`src/rtl/regfile_write_arbiter.sv`:
```
// Shares the register-file write port between ALU (req0) and load (req1) writeback using
// round-robin arbitration, with a pending-write busy scoreboard and a saturating stall counter.
module regfile_write_arbiter #(
   parameter int DATA_W = 8,
   parameter int ADDR_W = 3,
   parameter int NREG   = 8,
   parameter int CNT_W  = 8
) (
   input  logic              clk,
   input  logic              rst,
   input  logic              req0_valid,
   input  logic [ADDR_W-1:0] req0_reg,
   input  logic [DATA_W-1:0] req0_data,
   output logic              req0_ready,
   input  logic              req1_valid,
   input  logic [ADDR_W-1:0] req1_reg,
   input  logic [DATA_W-1:0] req1_data,
   output logic              req1_ready,
   input  logic              rsv_valid,
   input  logic [ADDR_W-1:0] rsv_reg,
   output logic              regwrite,
   output logic [ADDR_W-1:0] write_reg,
   output logic [DATA_W-1:0] write_data,
   output logic [NREG-1:0]   busy,
   output logic [CNT_W-1:0]  stall_cnt
);

   logic              last_grant_q, last_grant_d;
   logic              regwrite_q, regwrite_d;
   logic [ADDR_W-1:0] write_reg_q, write_reg_d;
   logic [DATA_W-1:0] write_data_q, write_data_d;
   logic [NREG-1:0]   busy_q, busy_d;
   logic [CNT_W-1:0]  stall_q, stall_d;

   logic              gnt0, gnt1, hs, contended;
   logic [ADDR_W-1:0] win_reg;
   logic [DATA_W-1:0] win_data;
   logic [NREG-1:0]   set_mask, clr_mask;

   // Readys are forced low during reset so no handshake can be seen by a requester.
   always_comb begin
      gnt0 = 1'b0;
      gnt1 = 1'b0;
      if (!rst) begin
         if (req0_valid && req1_valid) begin
            gnt0 = last_grant_q;
            gnt1 = !last_grant_q;
         end else begin
            gnt0 = req0_valid;
            gnt1 = req1_valid;
         end
      end
   end

   assign req0_ready = gnt0;
   assign req1_ready = gnt1;
   assign hs         = gnt0 | gnt1;
   assign contended  = req0_valid & req1_valid;
   assign win_reg    = gnt1 ? req1_reg  : req0_reg;
   assign win_data   = gnt1 ? req1_data : req0_data;

   always_comb begin
      regwrite_d   = hs;
      write_reg_d  = hs ? win_reg  : write_reg_q;
      write_data_d = hs ? win_data : write_data_q;
      last_grant_d = hs ? gnt1     : last_grant_q;
      clr_mask     = hs ? (NREG'(1) << win_reg) : '0;
      set_mask     = rsv_valid ? (NREG'(1) << rsv_reg) : '0;
      // Set is applied after clear so a same-edge reservation keeps the bit busy.
      busy_d       = (busy_q & ~clr_mask) | set_mask;
      stall_d      = stall_q;
      if (contended && (stall_q != '1))
         stall_d = stall_q + CNT_W'(1);
   end

   always_ff @(posedge clk or posedge rst) begin
      if (rst) begin
         last_grant_q <= 1'b1;
         regwrite_q   <= 1'b0;
         write_reg_q  <= '0;
         write_data_q <= '0;
         busy_q       <= '0;
         stall_q      <= '0;
      end else begin
         last_grant_q <= last_grant_d;
         regwrite_q   <= regwrite_d;
         write_reg_q  <= write_reg_d;
         write_data_q <= write_data_d;
         busy_q       <= busy_d;
         stall_q      <= stall_d;
      end
   end

   assign regwrite   = regwrite_q;
   assign write_reg  = write_reg_q;
   assign write_data = write_data_q;
   assign busy       = busy_q;
   assign stall_cnt  = stall_q;

endmodule

```
`config.mk`:
```
export PLATFORM = sky130hd
export DESIGN_NAME = regfile_write_arbiter
export DESIGN_NICKNAME = d
export VERILOG_FILES = /design/src/rtl/regfile_write_arbiter.sv
export SDC_FILE = /design/constraint.sdc
export NUM_CORES = 1
export LEC_CHECK = 0
export BUFFER_PORTS_ARGS = -buffer_cell sky130_fd_sc_hd__buf_2
export CORE_ASPECT_RATIO = 1.2
export CORE_MARGIN = 2
export CORE_UTILIZATION = 43
export DETAILED_ROUTE_END_ITERATION = 6
export PLACE_DENSITY = 0.77
export SYNTH_ARGS = -nofsm -noshare
export SYNTH_HDL_FRONTEND = slang
export SYNTH_SLANG_ARGS = --single-unit
export TNS_END_PERCENT = 100
```
`constraint.sdc`:
```
create_clock -name clk -period 1.2 [get_ports clk]
set_input_delay 0.12 -clock clk [delete_from_list [all_inputs] [get_ports clk]]
set_output_delay 0.12 -clock clk [all_outputs]
set_load 0.01 [all_outputs]
```
==> results of run 1 <==
[power by group through the flow]
stage / Clock (uW) / Sequential [uW] / Combinational (uW)
floorplan: 0 / 1490 / 423
global placement: 0 / 1340 / 1120
detailed placement: 0 / 1350 / 1150
CTS: 839 / 1330 / 1350
global route: 877 / 1390 / 1660
finish: 822 / 1360 / 1530
[cell families (layout without fill, tap and decap cells)]
logic type	after synthesis	count (layout)	synth area share
AND/OR/NAND/NOR	66	67	0.216
flip-flops	29	29	0.488
multiplexers	13	13	0.0891
AO/OA/AOI/OAI	33	33	0.142
adder cells (fa/ha/maj)	1	1	0.00840
XOR/XNOR	4	4	0.0235
buffers and inverters	8	110	0.0328
[layer usage]
| metal | wire (um) | GRT usage |
|---|---|---|
| met3 | 278 | 0.0662 |
| met1 | 1700 | 0.252 |
| met5 | 0 | 0 |
| met2 | 2480 | 0.396 |
| met4 | 56 | 0.0756 |
[timing repair]
item | CTS | global route
buffers inserted | 11 | 5
resized for setup | 27 | 22
pin swaps | 11 | 17
gates cloned | 1 | 0
setup endpoints to repair | 24 | 30
[layout make-up]
| class | count | area (um2) |
|---|---|---|
| sequential | 29 | 729 |
| tap | 37 | 46.3 |
| multi-input combinational | 118 | 897 |
| inverter | 3 | 15.0 |
| timing repair buffer | 99 | 664 |
| clock buffer | 8 | 90.1 |
| fill | 246 | 896 |
[worst min-delay path: stages]
cell and delay (ns):
buf_2 0.19, buf_4 0.17, clkinvlp_4 0.09, buf_4 0.15
[cells in the final DEF, fill, tap and decap left out, drive strengths merged]
cell type  count
o22a           1
mux2i         11
a21boi         1
o31ai          1
a2bb2oi        1
a21o           2
clkbuf         8
or2b           1
dfrtp         28
or4            2
xnor2          4
o21ai         13
inv            2
a31oi          6
buf           99
mux2           2
a32oi          1
a21bo          1
and3           3
nand2         18
nand3          5
nand4          2
a21oi          5
o22ai          1
nor2          23
dfstp          1
clkinvlp       1
ha             1
nor3           7
nand2b         6
[final timing paths]
kind | startpoint | end | slack [ns] | cells past startpoint
setup / recovery | last_grant_q | req0_ready | -0.22 | 4
hold / removal | rst | write_reg[2] | 0.11 | 4
setup reg to reg | last_grant_q | busy[0] | -0.21 | 4
hold reg to reg | write_data[0] | write_data[0] | 0.48 | 2
max in group asynchronous | rst | last_grant_q | 0.83 | 4
min in group clk | req0_data[7] | write_data[7] | 0.11 | 3
[Yosys cell counts]
cell type | number | area (um2)
dfrtp_1 | 28 | 701
nor2_1 | 21 | 78.8
nand2_1 | 18 | 67.6
mux2i_1 | 11 | 110
o21ai_1 | 9 | 45.0
nor3_1 | 7 | 35.0
a31oi_1 | 6 | 37.5
nand2b_1 | 6 | 37.5
a21oi_1 | 5 | 25.0
nand3_1 | 5 | 25.0
o21ai_0 | 4 | 20.0
xnor2_1 | 4 | 35.0
and3_1 | 3 | 18.8
inv_1 | 3 | 11.3
a21o_1 | 2 | 15.0
buf_2 | 2 | 10.0
buf_6 | 2 | 22.5
mux2_2 | 2 | 22.5
nand4_1 | 2 | 12.5
a21bo_4 | 1 | 16.3
a21boi_0 | 1 | 7.51
a2bb2oi_1 | 1 | 8.76
a32oi_1 | 1 | 8.76
clkbuf_2 | 1 | 5.00
dfstp_2 | 1 | 26.3
ha_1 | 1 | 12.5
nor2_8 | 1 | 20.0
o22a_1 | 1 | 8.76
o22ai_1 | 1 | 6.26
o31ai_2 | 1 | 12.5
or2b_1 | 1 | 7.51
or4_1 | 1 | 7.51
or4_4 | 1 | 11.3
[metrics by stage]
| step | setup slack, ns | cell area, um2 | cells | utilization | hold slack [ns] |
|---|---|---|---|---|---|
| after detailed placement | -0.217 | 2010 | 270 | 0.603 | 0.384 |
| after global placement | -0.174 | 2010 | 270 | 0.603 | 0.384 |
| after global routing | -0.275 | 2440 | 294 | 0.732 | 0.125 |
| after floorplan | -0.208 | 1520 | 154 | - | 0.0405 |
| final | -0.216 | 2440 | 294 | 0.732 | 0.112 |
| after CTS | -0.195 | 2300 | 290 | 0.690 | 0.103 |
==> out/results.md, run 1 <==
Worst setup path
- 0.56 ns — largest stage delay on the critical path
- 4 — Crit Path Max Fanout
- register — startpoint type of the worst setup path
- dfstp_2 — Crit-path slowest cell
- or2b_1 -> nand2_2 -> nor2_2 -> buf_2 — chain of cells forming the critical path
- 1.30 ns — arrival time of data at the critical path endpoint
- register to primary output — category of the most critical setup path
- 1 — buffers and inverters on the worst path
- 1.08 ns — Worst Path Required
- flip-flops — category of cells accounting for the largest share of critical-path delay
- primary output — Worst Setup End Kind

Power
- 0.00115 uW — leakage
- 0.367 — part of the power in registers
- 1520 nW/um2 — power density over the cells
- 1220 uW — switching power of the nets
- 0.412 — combinational cell fraction of total power
- 0.221 — Clock Power Share
- 2500 uW — cell-internal power
- 1.35 mV — worst supply voltage drop on vdd
- 3720 uW — total chip power
- 0.328 — switching share of power

Clock network
- done — TritonCTS clock tree
- 0 — number of buffers added to fix hold violations after cts
- 2 — number of buffers on the longest clock path
- 0.06 ns — clock-pin slew on the worst setup and hold paths
- 29 — total clock sinks
- 5 — number of clock buffers inserted by TritonCTS
- clkbuf_8 — CTS root buf
- 2 — maximum level of the CTS H-tree
- 0.28 ns — clock latency at the later pin of the worst-skew pair

Yosys
- 9.67 um2 — synthesized area per cell
- 1490 um2 — Synth Cell Area
- 154 — Post-Synthesis Cells
- 33 — distinct cell type count after synthesis
- 0 — Synthesis Warnings
- 0.488 — part of the Yosys area used for sequential elements
- 185 — Synth Net Count
- 29 — Seq cells post-synth

Route
- 15.3 um — wire per inst
- 0 — number of remaining DRC errors
- 94 — Iter 0 DRT Violations
- 4 — number of detailed-route iterations in the first pass
- 5.20 — via-per-instance ratio
- 0 — remaining antenna violation count
- 1530 — vias post-DR
- 4.51 mm — post-detailed-routing wire length

Cells and area
- 0 — ANT cells
- 287 — fin nets
- 0.541 — layout cells sized above 1
- 64.0% — Layout Area Growth over Synthesis

STA
- 1.18 — portion of the clock cycle consumed by the worst path in the final layout
- 26 — total setup violations reported at the end of the flow
- 0 — max-slew violations
- 1.42 ns — min Tclk post-route
- true — RSZ-0062 raised after global routing
- -0.216 ns — least setup slack across all paths after layout
- -3.68 ns — setup_tns
- 0.706 GHz — Achievable Freq
- 0 — total count of hold-check failures in the final report
- 0.00645 ns — Max Clock Skew
- 0.349 ns — actual transition at the worst max-transition pin
- 0.767 — relative slew slack

Die
- 3340 um2 — area of the core region
- 3950 um2 — Total Die Area
- 0.446 — starting density of the core
- 57.7 um — floorplan die width
- 23 — cell row count
- 60 — I/O pin count
- 68.5 um — die extent in y

Flow run
- 0 — max-cap viol count

Status
- negative setup slack — failing checks
- finished, violations left — result of the run

GRT
- 0.222 — Tot GR Track Use
- 1482 — number of global-route vias before repair
- 22 — largest net degree at the start of global routing
- 0 — global-route congestion overflow total
- 6.60 mm — global-route wire length before repair
- 0 — initial antenna violation count

Worst hold path
- primary input to asynchronous set/reset pin — type of the most critical hold path

Placed design
- 59 — number of buffers inserted by port buffering
- 0.857 — final estimated routing congestion in global placement
- 2.83 mm — DPL Wire Length

(Power assumes the default switching activity.)
==> inputs of run 2 (changes only) <==
- CORE_MARGIN: 2 -> unset
- SLEW_MARGIN: unset -> 10
==> run 2 against run 1 <==
Against the previous run: fmax shrank 7.4%; critical endpoint is now busy[1]; core utilization is 0.86 points higher; count of clock-buffer cells in the layout is 2 lower; largest cell class unchanged; the run still ends with negative setup slack left; power is 0.97% lower; cell count down 0.34%; critical path type is now register to register; register-to-register slack worse by 0.12 ns; global-route usage grew 2.0 points; clock skew fell by 0.0024 ns; worst setup slack got worse by 0.11 ns; largest power group unchanged; highest routed layer unchanged.
==> out/results.md, run 2 (same netlist as run 1, synthesis figures left out) <==
Status
- finished, violations left — result of the run
- negative setup slack — failing checks

Cells and area
- buf_2 — most common cell after layout, fill and taps aside
- 293 — final cell count without fillers
- 0.543 — layout cells sized above 1
- 64.5% — Layout Area Growth over Synthesis
- buf_2, dfrtp_1, buf_4 — leading cell types in the layout, fill and taps excluded
- 0 — ANT cells
- 286 — fin nets

Worst setup path
- compound AO/OA/AOI/OAI gates — category of cells accounting for the largest share of critical-path delay
- 1.34 ns — Worst Path Required
- 4 — Crit Path Max Fanout
- 0.45 ns — largest stage delay on the critical path
- register — startpoint type of the worst setup path
- a21boi_0 -> buf_4 -> nand4_1 -> o21ai_0 -> a31oi_1 — chain of cells forming the critical path
- a21boi_0 — Crit-path slowest cell
- register to register — category of the most critical setup path
- register — Worst Setup End Kind
- 1 — buffers and inverters on the worst path
- 1.67 ns — arrival time of data at the critical path endpoint

Power
- 0.00114 uW — leakage
- 1500 nW/um2 — power density over the cells
- 1.56 mV — worst supply voltage drop on vdd
- 0.371 — part of the power in registers
- 0.341 — switching share of power
- 2430 uW — cell-internal power
- 1250 uW — switching power of the nets
- 0.211 — Clock Power Share
- 0.418 — combinational cell fraction of total power

Route
- 15.7 um — wire per inst
- 0 — remaining antenna violation count
- 4 — number of detailed-route iterations in the first pass
- 5.49 — via-per-instance ratio
- 4.61 mm — post-detailed-routing wire length
- 56 — Iter 0 DRT Violations
- 1608 — vias post-DR
- 0 — number of remaining DRC errors

STA
- 28 — total setup violations reported at the end of the flow
- 0.654 GHz — Achievable Freq
- 0.00407 ns — Max Clock Skew
- -0.329 ns — least setup slack across all paths after layout
- 0 — total count of hold-check failures in the final report
- true — RSZ-0062 raised after global routing
- 1.27 — portion of the clock cycle consumed by the worst path in the final layout
- 0.643 — relative slew slack
- 1.53 ns — min Tclk post-route
- 0 — max-slew violations
- 0.530 ns — actual transition at the worst max-transition pin
- 0.0292 ns — Fin Hold WS

Clock network
- 0.06 ns — clock-pin slew on the worst setup and hold paths
- 2 — number of buffers on the longest clock path
- done — TritonCTS clock tree
- 2 — maximum level of the CTS H-tree
- 5 — number of clock buffers inserted by TritonCTS
- 0.28 ns — clock latency at the later pin of the worst-skew pair
- clkbuf_8 — CTS root buf
- 29 — total clock sinks

GRT
- 6.61 mm — global-route wire length before repair
- 0 — initial antenna violation count
- 0 — global-route congestion overflow total
- 0.241 — Tot GR Track Use
- 17 — largest net degree at the start of global routing
- 1462 — number of global-route vias before repair

Die
- 66.5 um — die extent in y
- 55.7 um — floorplan die width
- 60 — I/O pin count
- 3310 um2 — area of the core region
- 0.450 — starting density of the core
- 3700 um2 — Total Die Area
- 23 — cell row count

Worst hold path
- primary input to asynchronous set/reset pin — type of the most critical hold path

Placed design
- 271 — Cell Count Post-Placement
- 2.71 mm — DPL Wire Length
- 0.870 — final estimated routing congestion in global placement
- 59 — number of buffers inserted by port buffering

Flow run
- 0 — max-cap viol count

[run 2: changes by cell type in the layout (fill, tap and decap cells not counted), moves of 2 or more]
cell      before  now
nor3_2         3    5
buf_4         25   23
clkinv_2       0    2
nor3_1         4    2
[run 2: metal layers]
layer  up-vias  global-route usage  wire, um
li1        746                   -         -
met1       779               0.277      1800
met2        65               0.404      2410
met3        18              0.0641       226
met4         0               0.147       176
met5         -                   0         0
[run 2: power groups by stage]
stage               Clock (uW)  Combinational, uW  Sequential [uW]
CTS                        790               1330             1340
global placement             0               1140             1340
floorplan                    0                423             1490
finish                     779               1540             1360
global route               832               1650             1390
detailed placement           0               1160             1350
[run 2: worst reg2reg max path: stages, from the launching register on]
cell and delay [ns]:
dfstp_2 0.38, a21boi_0 0.45, buf_4 0.20, nand4_1 0.09, o21ai_0 0.13, a31oi_1 0.14
[run 2: layout make-up]
cell class                      instances  area, um2
Sequential cell                        29        729
Timing Repair Buffer                   98        666
Tap cell                               37       46.3
Fill cell                             236        860
Multi-Input combinational cell        118        911
Clock inverter                          2       10.0
Clock buffer                            6       72.6
Inverter                                3       15.0
[run 2: metrics by stage]
stage	utilization	worst slack (ns)	setup TNS (ns)	area, um2	power [uW]
final	0.740	-0.329	-4.59	2450	3680
after global placement	0.611	-0.160	-2.06	2020	2480
after floorplan	-	-0.208	-1.69	1520	1920
after CTS	0.698	-0.260	-3.46	2310	3460
after global routing	0.740	-0.375	-5.96	2450	3860
after detailed placement	0.611	-0.186	-2.65	2020	2510
[run 2: final timing paths]
path,from,endpoint,slack [ns],cells after the start
max,last_grant_q,busy[1],-0.33,5
min,rst,stall_cnt[5],0.03,3
max reg2reg,last_grant_q,busy[1],-0.33,5
min reg2reg,write_data[3],write_data[3],0.49,2
max in group asynchronous,rst,stall_cnt[1],0.59,3
min in group clk,req0_data[2],write_data[2],0.11,3
[run 2: what timing repair did]
item | in CTS | in global routing
pin swaps | 15 | 18
hold buffers | 1 | 0
cloned | 1 | 0
endpoints found under the setup margin | 25 | 29
endpoints found under the hold margin | 3 | 0
gates resized for setup | 25 | 24
setup buffers | 13 | 3
